### src/rtl/id_operand_resolver_pkg.sv
// Shared pipeline definitions for the ID-stage operand resolver:
// FSM state encoding, operand-source tags, opcode constants and a
// saturating counter helper used by the optional statistics block.
package id_operand_resolver_pkg;

   // Resolver control states
   typedef enum logic [1:0] {
      ST_RUN       = 2'd0,
      ST_LOAD_WAIT = 2'd1,
      ST_HOLD      = 2'd2
   } fsm_state_t;

   // Where a resolved operand came from
   typedef enum logic [2:0] {
      SRC_RF   = 3'd0,
      SRC_WB   = 3'd1,
      SRC_MEM  = 3'd2,
      SRC_EX   = 3'd3,
      SRC_ZERO = 3'd4
   } operand_src_t;

   // Base opcodes of the pipeline's instruction classes
   localparam logic [6:0] OPC_LOAD   = 7'b0000011;
   localparam logic [6:0] OPC_STORE  = 7'b0100011;
   localparam logic [6:0] OPC_OP     = 7'b0110011;
   localparam logic [6:0] OPC_OP_IMM = 7'b0010011;
   localparam logic [6:0] OPC_BRANCH = 7'b1100011;
   localparam logic [6:0] OPC_JALR   = 7'b1100111;

   localparam int unsigned STAT_W = 32;

   // Add a small increment to a counter, sticking at all-ones
   function automatic logic [STAT_W-1:0] sat_add(input logic [STAT_W-1:0] cnt,
                                                 input logic [1:0]        inc);
      logic [STAT_W:0] sum;
      sum = {1'b0, cnt} + {{(STAT_W-1){1'b0}}, inc};
      return sum[STAT_W] ? {STAT_W{1'b1}} : sum[STAT_W-1:0];
   endfunction

endpackage

### src/rtl/id_operand_resolver_if.sv
// Bus between the ID stage control and the operand resolver.
// Optional statistics outputs appear when FWD_STATS_EN is defined.
//
// Handshake: there is no valid/ready pair on this bus. id_valid qualifies
// the decoding instruction; id_stall is the resolver's back-pressure and,
// when high, the instruction must stay in ID; the operands are consumed by
// ID/EX in a cycle where id_valid=1, id_stall=0 and flush=0.
interface id_operand_resolver_if #(
   parameter int XLEN   = 32,
   parameter int REG_AW = 5
);
   logic              flush;
   logic              stall_in;
   logic              id_valid;
   logic [REG_AW-1:0] rs1;
   logic [REG_AW-1:0] rs2;
   logic              use_rs1;
   logic              use_rs2;
   logic [XLEN-1:0]   rf_rdata1;
   logic [XLEN-1:0]   rf_rdata2;
   logic              ex_valid;
   logic              ex_wr_en;
   logic              ex_is_load;
   logic [REG_AW-1:0] ex_rd;
   logic [XLEN-1:0]   ex_fwd_data;
   logic              mem_valid;
   logic              mem_wr_en;
   logic              mem_wait;
   logic [REG_AW-1:0] mem_rd;
   logic [XLEN-1:0]   mem_fwd_data;
   logic              wb_valid;
   logic              wb_wr_en;
   logic [REG_AW-1:0] wb_rd;
   logic [XLEN-1:0]   wb_data;
   logic [XLEN-1:0]   op1;
   logic [XLEN-1:0]   op2;
   logic              id_stall;
   logic              ex_bubble;
`ifdef FWD_STATS_EN
   logic [31:0]       stat_load_use;
   logic [31:0]       stat_wait_cycles;
   logic [31:0]       stat_fwd_ex;
   logic [31:0]       stat_fwd_mem;
`endif

   modport master (
      output flush, stall_in, id_valid, rs1, rs2, use_rs1, use_rs2,
             rf_rdata1, rf_rdata2,
             ex_valid, ex_wr_en, ex_is_load, ex_rd, ex_fwd_data,
             mem_valid, mem_wr_en, mem_wait, mem_rd, mem_fwd_data,
             wb_valid, wb_wr_en, wb_rd, wb_data,
      input  op1, op2, id_stall, ex_bubble
`ifdef FWD_STATS_EN
      , input stat_load_use, stat_wait_cycles, stat_fwd_ex, stat_fwd_mem
`endif
   );

   modport slave (
      input  flush, stall_in, id_valid, rs1, rs2, use_rs1, use_rs2,
             rf_rdata1, rf_rdata2,
             ex_valid, ex_wr_en, ex_is_load, ex_rd, ex_fwd_data,
             mem_valid, mem_wr_en, mem_wait, mem_rd, mem_fwd_data,
             wb_valid, wb_wr_en, wb_rd, wb_data,
      output op1, op2, id_stall, ex_bubble
`ifdef FWD_STATS_EN
      , output stat_load_use, stat_wait_cycles, stat_fwd_ex, stat_fwd_mem
`endif
   );

endinterface

### src/rtl/id_operand_resolver_fwd_src_select.sv
// Per-operand forwarding mux: matches one source index against the EX,
// MEM and WB producers and picks the highest-priority hit, falling back
// to register-file data. Register x0 always reads as zero.
module fwd_src_select
   import id_operand_resolver_pkg::*;
#(
   parameter int XLEN   = 32,
   parameter int REG_AW = 5
) (
   input  logic [REG_AW-1:0] rs,
   input  logic              use_rs,
   input  logic [XLEN-1:0]   rf_rdata,
   input  logic              ex_valid,
   input  logic              ex_wr_en,
   input  logic [REG_AW-1:0] ex_rd,
   input  logic [XLEN-1:0]   ex_fwd_data,
   input  logic              mem_valid,
   input  logic              mem_wr_en,
   input  logic [REG_AW-1:0] mem_rd,
   input  logic [XLEN-1:0]   mem_fwd_data,
   input  logic              wb_valid,
   input  logic              wb_wr_en,
   input  logic [REG_AW-1:0] wb_rd,
   input  logic [XLEN-1:0]   wb_data,
   output logic [XLEN-1:0]   data,
   output operand_src_t      src,
   output logic              ex_hit
);

   logic rs_nz;
   logic mem_hit;
   logic wb_hit;

   // Producer match and EX > MEM > WB > RF priority select
   always_comb begin
      rs_nz   = (rs != '0);
      ex_hit  = ex_valid  & ex_wr_en  & (ex_rd  == rs) & rs_nz & use_rs;
      mem_hit = mem_valid & mem_wr_en & (mem_rd == rs) & rs_nz & use_rs;
      wb_hit  = wb_valid  & wb_wr_en  & (wb_rd  == rs) & rs_nz & use_rs;
      data    = rf_rdata;
      src     = SRC_RF;
      if (!rs_nz) begin
         data = '0;
         src  = SRC_ZERO;
      end else if (ex_hit) begin
         data = ex_fwd_data;
         src  = SRC_EX;
      end else if (mem_hit) begin
         data = mem_fwd_data;
         src  = SRC_MEM;
      end else if (wb_hit) begin
         data = wb_data;
         src  = SRC_WB;
      end
   end

endmodule

### src/rtl/id_operand_resolver.sv
// ID-stage operand resolver. Resolves rs1/rs2 through the forwarding
// network, inserts load-use bubbles, waits out data-memory latency and
// holds operands across external freezes so ID/EX always latches correct
// values. Defining FWD_STATS_EN adds saturating event counters.
module id_operand_resolver
   import id_operand_resolver_pkg::*;
#(
   parameter int XLEN   = 32,
   parameter int REG_AW = 5
) (
   input  logic                 clk,
   input  logic                 rst_n,
   id_operand_resolver_if.slave bus,
   output fsm_state_t           state_dbg
);

   fsm_state_t      state_q, state_d;
   logic [XLEN-1:0] hold1_q, hold1_d;
   logic [XLEN-1:0] hold2_q, hold2_d;

   logic [XLEN-1:0] res1, res2;
   operand_src_t    src1, src2;
   logic            ex_hit1, ex_hit2;
   logic            load_use;

   logic [XLEN-1:0] op1, op2;
   logic            id_stall;
   logic            ex_bubble;

   fwd_src_select #(.XLEN(XLEN), .REG_AW(REG_AW)) u_sel_rs1 (
      .rs           (bus.rs1),
      .use_rs       (bus.use_rs1),
      .rf_rdata     (bus.rf_rdata1),
      .ex_valid     (bus.ex_valid),
      .ex_wr_en     (bus.ex_wr_en),
      .ex_rd        (bus.ex_rd),
      .ex_fwd_data  (bus.ex_fwd_data),
      .mem_valid    (bus.mem_valid),
      .mem_wr_en    (bus.mem_wr_en),
      .mem_rd       (bus.mem_rd),
      .mem_fwd_data (bus.mem_fwd_data),
      .wb_valid     (bus.wb_valid),
      .wb_wr_en     (bus.wb_wr_en),
      .wb_rd        (bus.wb_rd),
      .wb_data      (bus.wb_data),
      .data         (res1),
      .src          (src1),
      .ex_hit       (ex_hit1)
   );

   fwd_src_select #(.XLEN(XLEN), .REG_AW(REG_AW)) u_sel_rs2 (
      .rs           (bus.rs2),
      .use_rs       (bus.use_rs2),
      .rf_rdata     (bus.rf_rdata2),
      .ex_valid     (bus.ex_valid),
      .ex_wr_en     (bus.ex_wr_en),
      .ex_rd        (bus.ex_rd),
      .ex_fwd_data  (bus.ex_fwd_data),
      .mem_valid    (bus.mem_valid),
      .mem_wr_en    (bus.mem_wr_en),
      .mem_rd       (bus.mem_rd),
      .mem_fwd_data (bus.mem_fwd_data),
      .wb_valid     (bus.wb_valid),
      .wb_wr_en     (bus.wb_wr_en),
      .wb_rd        (bus.wb_rd),
      .wb_data      (bus.wb_data),
      .data         (res2),
      .src          (src2),
      .ex_hit       (ex_hit2)
   );

   // A load in EX feeding this instruction cannot forward yet
   always_comb begin
      load_use = bus.id_valid & (ex_hit1 | ex_hit2) & bus.ex_is_load;
   end

   // Next state, hold capture and stall/bubble decode. In LOAD_WAIT the
   // bubble sits in EX, so normal priority resolution picks up MEM data.
   // A freeze latches the operands so values retiring from WB meanwhile
   // cannot disturb what ID/EX finally consumes.
   always_comb begin
      state_d   = state_q;
      hold1_d   = hold1_q;
      hold2_d   = hold2_q;
      op1       = res1;
      op2       = res2;
      id_stall  = 1'b0;
      ex_bubble = 1'b0;
      case (state_q)
         ST_RUN: begin
            if (bus.id_valid && bus.stall_in) begin
               state_d  = ST_HOLD;
               hold1_d  = res1;
               hold2_d  = res2;
               id_stall = 1'b1;
            end else if (load_use) begin
               state_d   = ST_LOAD_WAIT;
               id_stall  = 1'b1;
               ex_bubble = 1'b1;
            end
         end
         ST_LOAD_WAIT: begin
            if (bus.mem_wait || bus.stall_in) begin
               id_stall  = 1'b1;
               ex_bubble = !bus.stall_in;
            end else begin
               state_d = ST_RUN;
            end
         end
         ST_HOLD: begin
            op1 = hold1_q;
            op2 = hold2_q;
            if (bus.stall_in) begin
               id_stall = 1'b1;
            end else begin
               state_d = ST_RUN;
            end
         end
         default: begin
            state_d = ST_RUN;
         end
      endcase
      // Flush overrides everything, including a simultaneous freeze
      if (bus.flush) begin
         state_d   = ST_RUN;
         hold1_d   = hold1_q;
         hold2_d   = hold2_q;
         id_stall  = 1'b0;
         ex_bubble = 1'b0;
      end
   end

   // State and hold registers
   always_ff @(posedge clk or negedge rst_n) begin
      if (!rst_n) begin
         state_q <= ST_RUN;
         hold1_q <= '0;
         hold2_q <= '0;
      end else begin
         state_q <= state_d;
         hold1_q <= hold1_d;
         hold2_q <= hold2_d;
      end
   end

   assign bus.op1       = op1;
   assign bus.op2       = op2;
   assign bus.id_stall  = id_stall;
   assign bus.ex_bubble = ex_bubble;
   assign state_dbg     = state_q;

`ifdef FWD_STATS_EN
   logic [STAT_W-1:0] stat_load_use_q, stat_load_use_d;
   logic [STAT_W-1:0] stat_wait_q, stat_wait_d;
   logic [STAT_W-1:0] stat_fwd_ex_q, stat_fwd_ex_d;
   logic [STAT_W-1:0] stat_fwd_mem_q, stat_fwd_mem_d;
   operand_src_t      hsrc1_q, hsrc1_d;
   operand_src_t      hsrc2_q, hsrc2_d;
   operand_src_t      eff1, eff2;
   logic              consume;
   logic [1:0]        n_ex, n_mem;

   // Event counting; a held operand is credited to the producer it was
   // captured from, at the cycle ID/EX actually takes it
   always_comb begin
      hsrc1_d = hsrc1_q;
      hsrc2_d = hsrc2_q;
      if (state_q == ST_RUN && state_d == ST_HOLD) begin
         hsrc1_d = src1;
         hsrc2_d = src2;
      end
      eff1    = (state_q == ST_HOLD) ? hsrc1_q : src1;
      eff2    = (state_q == ST_HOLD) ? hsrc2_q : src2;
      consume = bus.id_valid & ~id_stall & ~bus.flush;
      n_ex    = 2'd0;
      n_mem   = 2'd0;
      if (consume) begin
         n_ex  = {1'b0, eff1 == SRC_EX}  + {1'b0, eff2 == SRC_EX};
         n_mem = {1'b0, eff1 == SRC_MEM} + {1'b0, eff2 == SRC_MEM};
      end
      stat_load_use_d = stat_load_use_q;
      if (state_q == ST_RUN && state_d == ST_LOAD_WAIT) begin
         stat_load_use_d = sat_add(stat_load_use_q, 2'd1);
      end
      stat_wait_d = stat_wait_q;
      if (state_q == ST_LOAD_WAIT && bus.mem_wait) begin
         stat_wait_d = sat_add(stat_wait_q, 2'd1);
      end
      stat_fwd_ex_d  = sat_add(stat_fwd_ex_q, n_ex);
      stat_fwd_mem_d = sat_add(stat_fwd_mem_q, n_mem);
   end

   // Counter registers
   always_ff @(posedge clk or negedge rst_n) begin
      if (!rst_n) begin
         stat_load_use_q <= '0;
         stat_wait_q     <= '0;
         stat_fwd_ex_q   <= '0;
         stat_fwd_mem_q  <= '0;
         hsrc1_q         <= SRC_RF;
         hsrc2_q         <= SRC_RF;
      end else begin
         stat_load_use_q <= stat_load_use_d;
         stat_wait_q     <= stat_wait_d;
         stat_fwd_ex_q   <= stat_fwd_ex_d;
         stat_fwd_mem_q  <= stat_fwd_mem_d;
         hsrc1_q         <= hsrc1_d;
         hsrc2_q         <= hsrc2_d;
      end
   end

   assign bus.stat_load_use    = stat_load_use_q;
   assign bus.stat_wait_cycles = stat_wait_q;
   assign bus.stat_fwd_ex      = stat_fwd_ex_q;
   assign bus.stat_fwd_mem     = stat_fwd_mem_q;
`else
   // Source tags only feed the statistics block
   logic unused_src_tags;
   assign unused_src_tags = ^{src1, src2};
`endif

endmodule

### src/flat_wrapper.sv
// flat-port wrapper written by rule: the top's interface ports become plain ports
module id_operand_resolver_flat import id_operand_resolver_pkg::*;
#(
   parameter int XLEN   = 32,
   parameter int REG_AW = 5
)
  (clk, rst_n, state_dbg, bus_flush, bus_stall_in, bus_id_valid, bus_rs1, bus_rs2, bus_use_rs1, bus_use_rs2, bus_rf_rdata1, bus_rf_rdata2, bus_ex_valid, bus_ex_wr_en, bus_ex_is_load, bus_ex_rd, bus_ex_fwd_data, bus_mem_valid, bus_mem_wr_en, bus_mem_wait, bus_mem_rd, bus_mem_fwd_data, bus_wb_valid, bus_wb_wr_en, bus_wb_rd, bus_wb_data, bus_op1, bus_op2, bus_id_stall, bus_ex_bubble);
  id_operand_resolver_if #(.XLEN(XLEN), .REG_AW(REG_AW)) bus_i ();
  input  logic clk;
  input  logic rst_n;
  output fsm_state_t state_dbg;
  input wire logic [$bits(bus_i.flush)-1:0] bus_flush;
  input wire logic [$bits(bus_i.stall_in)-1:0] bus_stall_in;
  input wire logic [$bits(bus_i.id_valid)-1:0] bus_id_valid;
  input wire logic [$bits(bus_i.rs1)-1:0] bus_rs1;
  input wire logic [$bits(bus_i.rs2)-1:0] bus_rs2;
  input wire logic [$bits(bus_i.use_rs1)-1:0] bus_use_rs1;
  input wire logic [$bits(bus_i.use_rs2)-1:0] bus_use_rs2;
  input wire logic [$bits(bus_i.rf_rdata1)-1:0] bus_rf_rdata1;
  input wire logic [$bits(bus_i.rf_rdata2)-1:0] bus_rf_rdata2;
  input wire logic [$bits(bus_i.ex_valid)-1:0] bus_ex_valid;
  input wire logic [$bits(bus_i.ex_wr_en)-1:0] bus_ex_wr_en;
  input wire logic [$bits(bus_i.ex_is_load)-1:0] bus_ex_is_load;
  input wire logic [$bits(bus_i.ex_rd)-1:0] bus_ex_rd;
  input wire logic [$bits(bus_i.ex_fwd_data)-1:0] bus_ex_fwd_data;
  input wire logic [$bits(bus_i.mem_valid)-1:0] bus_mem_valid;
  input wire logic [$bits(bus_i.mem_wr_en)-1:0] bus_mem_wr_en;
  input wire logic [$bits(bus_i.mem_wait)-1:0] bus_mem_wait;
  input wire logic [$bits(bus_i.mem_rd)-1:0] bus_mem_rd;
  input wire logic [$bits(bus_i.mem_fwd_data)-1:0] bus_mem_fwd_data;
  input wire logic [$bits(bus_i.wb_valid)-1:0] bus_wb_valid;
  input wire logic [$bits(bus_i.wb_wr_en)-1:0] bus_wb_wr_en;
  input wire logic [$bits(bus_i.wb_rd)-1:0] bus_wb_rd;
  input wire logic [$bits(bus_i.wb_data)-1:0] bus_wb_data;
  output wire logic [$bits(bus_i.op1)-1:0] bus_op1;
  output wire logic [$bits(bus_i.op2)-1:0] bus_op2;
  output wire logic [$bits(bus_i.id_stall)-1:0] bus_id_stall;
  output wire logic [$bits(bus_i.ex_bubble)-1:0] bus_ex_bubble;
  assign bus_i.flush = bus_flush;
  assign bus_i.stall_in = bus_stall_in;
  assign bus_i.id_valid = bus_id_valid;
  assign bus_i.rs1 = bus_rs1;
  assign bus_i.rs2 = bus_rs2;
  assign bus_i.use_rs1 = bus_use_rs1;
  assign bus_i.use_rs2 = bus_use_rs2;
  assign bus_i.rf_rdata1 = bus_rf_rdata1;
  assign bus_i.rf_rdata2 = bus_rf_rdata2;
  assign bus_i.ex_valid = bus_ex_valid;
  assign bus_i.ex_wr_en = bus_ex_wr_en;
  assign bus_i.ex_is_load = bus_ex_is_load;
  assign bus_i.ex_rd = bus_ex_rd;
  assign bus_i.ex_fwd_data = bus_ex_fwd_data;
  assign bus_i.mem_valid = bus_mem_valid;
  assign bus_i.mem_wr_en = bus_mem_wr_en;
  assign bus_i.mem_wait = bus_mem_wait;
  assign bus_i.mem_rd = bus_mem_rd;
  assign bus_i.mem_fwd_data = bus_mem_fwd_data;
  assign bus_i.wb_valid = bus_wb_valid;
  assign bus_i.wb_wr_en = bus_wb_wr_en;
  assign bus_i.wb_rd = bus_wb_rd;
  assign bus_i.wb_data = bus_wb_data;
  assign bus_op1 = bus_i.op1;
  assign bus_op2 = bus_i.op2;
  assign bus_id_stall = bus_i.id_stall;
  assign bus_ex_bubble = bus_i.ex_bubble;
  id_operand_resolver #(.XLEN(XLEN), .REG_AW(REG_AW)) u_core (.clk(clk), .rst_n(rst_n), .bus(bus_i), .state_dbg(state_dbg));
endmodule
### config.mk
export PLATFORM = sky130hd
export DESIGN_NAME = id_operand_resolver_flat
export DESIGN_NICKNAME = d
export VERILOG_FILES = /design/src/rtl/id_operand_resolver_pkg.sv /design/src/rtl/id_operand_resolver_if.sv /design/src/rtl/id_operand_resolver_fwd_src_select.sv /design/src/rtl/id_operand_resolver.sv /design/src/flat_wrapper.sv
export SDC_FILE = /design/constraint.sdc
export NUM_CORES = 1
export LEC_CHECK = 0
export CAP_MARGIN = 20
export CORE_UTILIZATION = 30
export CTS_BUF_LIST = sky130_fd_sc_hd__clkbuf_4
export DETAILED_ROUTE_END_ITERATION = 6
export DONT_BUFFER_PORTS = 1
export PLACE_DENSITY = 0.47
export SLEW_MARGIN = 20
export SYNTH_ARGS = -nofsm -noshare
export SYNTH_HDL_FRONTEND = slang
export SYNTH_SLANG_ARGS = --single-unit
### constraint.sdc
create_clock -name clk -period 2.4 [get_ports clk]
set_input_delay 0.24 -clock clk [delete_from_list [all_inputs] [get_ports clk]]
set_output_delay 0.24 -clock clk [all_outputs]
set_load 0.01 [all_outputs]
==> results.txt <==
The portion of synthesized cell area occupied by the leading cell type is 19.82%. The static leakage power came out at 3.743 nW. Using the TritonRoute via totals, the vias-per-cell ratio works out to 6.683. The data arrival time of the worst path is 2170 ps.

The run finished, with violations left. The transition time at the pin with the least slew margin is 764.5 ps. The number of placement rows came out at 60. The checks that failed: setup timing. The dominant register cell in the synthesized netlist is sky130_fd_sc_hd__dfrtp_1. Once layout is complete, the utilization of the core stands at 38.40%. Wires add up to 43340 um. The number of cells on the worst reg-to-reg path is 6. The largest individual stage delay along the critical path comes from the cell sky130_fd_sc_hd__dfrtp_2.

The floorplan step defined a die boundary enclosing 28440 um^2. The average cell area after synthesis came out at 7.251 um^2. TritonCTS built the clock tree. Setup repair after global routing could not meet its margin everywhere. Clock tree synthesis inserted a total of 9 buffers.

The clock transition at the register clock pins on the worst setup and hold paths after CTS came out at 170 ps. The worst setup path is of the reg2out kind. The wire length per cell came out at 27.45 um. The total buffers and inverters traversed by the critical path came out at 3.

The synthesized instance count is 1149. The wire length of the first global-routing pass came out at 64680 um. The net count of the mapped netlist is 1349. Counting distinct cell types in the post-synthesis netlist gives 44.

Walking the worst path, the cells encountered are nor2b_4 -> buf_12 -> buf_12 -> and2_1 -> a31oi_1 -> o21ai_1 -> buf_4. The count of synthesis-stage warnings from yosys came out at 0. The number of maximum-capacitance violations is 0. Across the routed clock network, the largest skew measured is 33.12 ps.

At the later pin of the worst-skew pair, clock insertion delay measures 470 ps. The clock passes through at most 2 buffers. Based on the critical path, the design can be clocked at up to 0.4156 GHz.

In this run the remaining antenna-violating nets after routing total 0. From synthesis to final layout, the design area changed by 24.90%. The H-tree level count came out at 3.

The detailed placer's ending HPWL came out at 29770 um. The total congestion overflow after global routing came out at 0. The most used cell along the critical path is sky130_fd_sc_hd__buf_12. The number of global-route vias before repair came to 10100. In this run the cell area of the synthesized design comes to 8332 um^2. The count of cell instances traversed by the critical path came out at 7. Clock tree synthesis found a total of 66 sinks. The critical-path maximum fanout came out at 23. Entering global routing, the biggest net connects 84 pins. The overall fraction of global-route tracks in use came out at 30.02%. The layout cell share with drive strength beyond 1 came out at 14.04%. In this run, synthesis produced a sequential element count of 66. The minimum clock period came out at 2406 ps. The number of synthesized flops with an enable pin came out at 0. The type of origin of the critical path is a flip-flop. The async set or reset register ratio after synthesis is 100.0%.

The library cells used most frequently in the layout, excluding fill and tap cells, are sky130_fd_sc_hd__a31oi_1, sky130_fd_sc_hd__and2_1, sky130_fd_sc_hd__buf_4. The worst hold path class is in2reg. The floorplan die height came out at 168.7 um.

The routability congestion estimate from global placement came out at 0.9503. The initial DRC count came out at 1433. The longest individual stage delay on the worst path is 530 ps. After synthesis, the cell types taking the most area are sky130_fd_sc_hd__dfrtp_1, sky130_fd_sc_hd__a31oi_1, sky130_fd_sc_hd__and2_1. The commonest non-fill, non-tap cell in the layout is sky130_fd_sc_hd__a31oi_1. The port buffer count came out at 0. The via count of the routed design came out at 10550.

The placeable core region is 27100 um^2. STA classifies the critical path endpoint as an output pin. The net count reported at finish is 1399. STA puts the critical path data required time at 2160 ps. Among cell families on the critical path, the largest total delay comes from flip-flops.

The die extent in x came out at 168.7 um. The number of antenna violations at the first check in global routing is 4. The hold-critical path depth came out at 2.

For this run, the register share of the synthesized area comes to 19.82%. The count of endpoints failing setup in the final report came out at 1. The peak supply drop came out at 247.0 uV. The total iterations of the first detailed-routing run came out at 6. After detailed routing, the number of remaining DRC violations is 0. The total power came out at 3.920 mW. The count of placed standard cells in the final layout, fillers left out is 1579. The final critical-path share of the clock period is 100.3%. The slack of the critical path came out at -6.016 ps.

The worst max-slew margin expressed relative to the limit is 49.03%. The root buffer cell chosen for the clock tree is sky130_fd_sc_hd__clkbuf_4. The biggest area consumer among synthesized cells is sky130_fd_sc_hd__dfrtp_1. In this run the power density over the cells is 376.7 nW/um^2. The number of max-slew violations in the final report came out at 0. The count of pins on the block boundary is 268.

Once placement completed, the tool counted placed cells totaling 1492. The starting density of the core came out at 30.74%. The count of final hold-check violations came out at 0.
-- synthesized netlist by cell type, types with 14 or more instances --
library cell,n
sky130_fd_sc_hd__buf_2,14
sky130_fd_sc_hd__o311ai_1,41
sky130_fd_sc_hd__xor2_1,24
sky130_fd_sc_hd__nor4b_1,32
sky130_fd_sc_hd__o211ai_1,62
sky130_fd_sc_hd__and2_1,89
sky130_fd_sc_hd__nand2_1,67
sky130_fd_sc_hd__inv_1,66
sky130_fd_sc_hd__o21ai_1,33
sky130_fd_sc_hd__or3_1,22
sky130_fd_sc_hd__a31oi_1,194
sky130_fd_sc_hd__o21ai_0,56
sky130_fd_sc_hd__a211oi_1,43
sky130_fd_sc_hd__dfrtp_1,66
sky130_fd_sc_hd__nor4_1,16
sky130_fd_sc_hd__o31a_1,42
sky130_fd_sc_hd__clkbuf_1,115
sky130_fd_sc_hd__nand3_1,45
sky130_fd_sc_hd__and4_1,22
sky130_fd_sc_hd__o2111ai_1,34
-- report_power, final --
part | total [mW] | internal [mW] | leakage [nW] | switching [mW]
Combinational | 1.53 | 0.646 | 2.84 | 0.885
Clock | 0.994 | 0.420 | 0.0800 | 0.574
Sequential | 1.39 | 1.31 | 0.826 | 0.0881
-- worst paths after layout --
kind | slack, ps | to | from
worst max-delay path | -6 | bus_op1[2] | u_core.state_dbg[1]
worst min-delay path | 30 | u_core.hold1_q[23] | bus_mem_fwd_data[23]
worst max register to register | 260 | u_core.hold1_q[14] | u_core.state_dbg[1]
worst min register to register | 520 | u_core.hold2_q[8] | u_core.hold2_q[8]
max in group asynchronous | 1710 | u_core.hold1_q[1] | rst_n
min in group asynchronous | 270 | u_core.hold2_q[29] | rst_n
-- metrics by stage --
step / setup TNS (ps) / hold slack [ps] / instance area (um^2) / setup slack (ps)
after global routing: -383.1 / -9.167 / 10410 / -83.70
after detailed placement: -2.333 / -51.70 / 9434 / -2.333
final: -6.016 / 27.51 / 10410 / -6.016
after global placement: 0 / -52.10 / 9434 / 33.37
after CTS: -26.76 / 0.8639 / 10310 / -14.54
after floorplan: 0 / -55.59 / 8332 / 198.1
-- cell type report --
| cell class | instances | area (um^2) |
|---|---|---|
| fillers | 2863 | 16690 |
| multi-input cells | 874 | 5972 |
| repair buffers | 182 | 1899 |
| flip-flops and latches | 66 | 1654 |
| well taps | 372 | 465.4 |
| inverters | 66 | 247.7 |
| clock inverters | 7 | 92.59 |
| clock buffers | 9 | 67.56 |
| diodes | 3 | 7.507 |
-- state kept, by name (all words and copies together), names as in the netlist --
name              cells
u_core.hold1_q       32
u_core.hold2_q       32
u_core.state_dbg      2
-- cell families after synthesis --
logic type      synth area share [%]
simple gates                   23.52
buf+inv                        10.59
flops                          19.82
compound gates                 42.92
xor+xnor                       3.154
-- worst reg2reg max path: stages, from the launching register on --
cell	delay (ps)
sky130_fd_sc_hd__dfrtp_2	530
sky130_fd_sc_hd__buf_4	190
sky130_fd_sc_hd__nor2_1	260
sky130_fd_sc_hd__nand3_4	110
sky130_fd_sc_hd__buf_4	340
sky130_fd_sc_hd__or3_1	480
sky130_fd_sc_hd__o21ai_0	160
-- metal layers --
layer	global-route usage, %	share of wire (%)
met3	6.968	10
met4	11.94	4.1
met2	49.14	46
met5	0	0
met1	38.04	40
-- what timing repair did --
| action | CTS | global route |
|---|---|---|
| hold buffers | 64 | 0 |
| buffers inserted | 3 | 1 |
| endpoints found under the hold margin | 132 | 0 |
| gates cloned | 1 | 0 |
| endpoints found under the setup margin | 38 | 35 |
| gates resized for setup | 11 | 27 |
| pin swaps | 0 | 10 |
(Power assumes the default switching activity.)
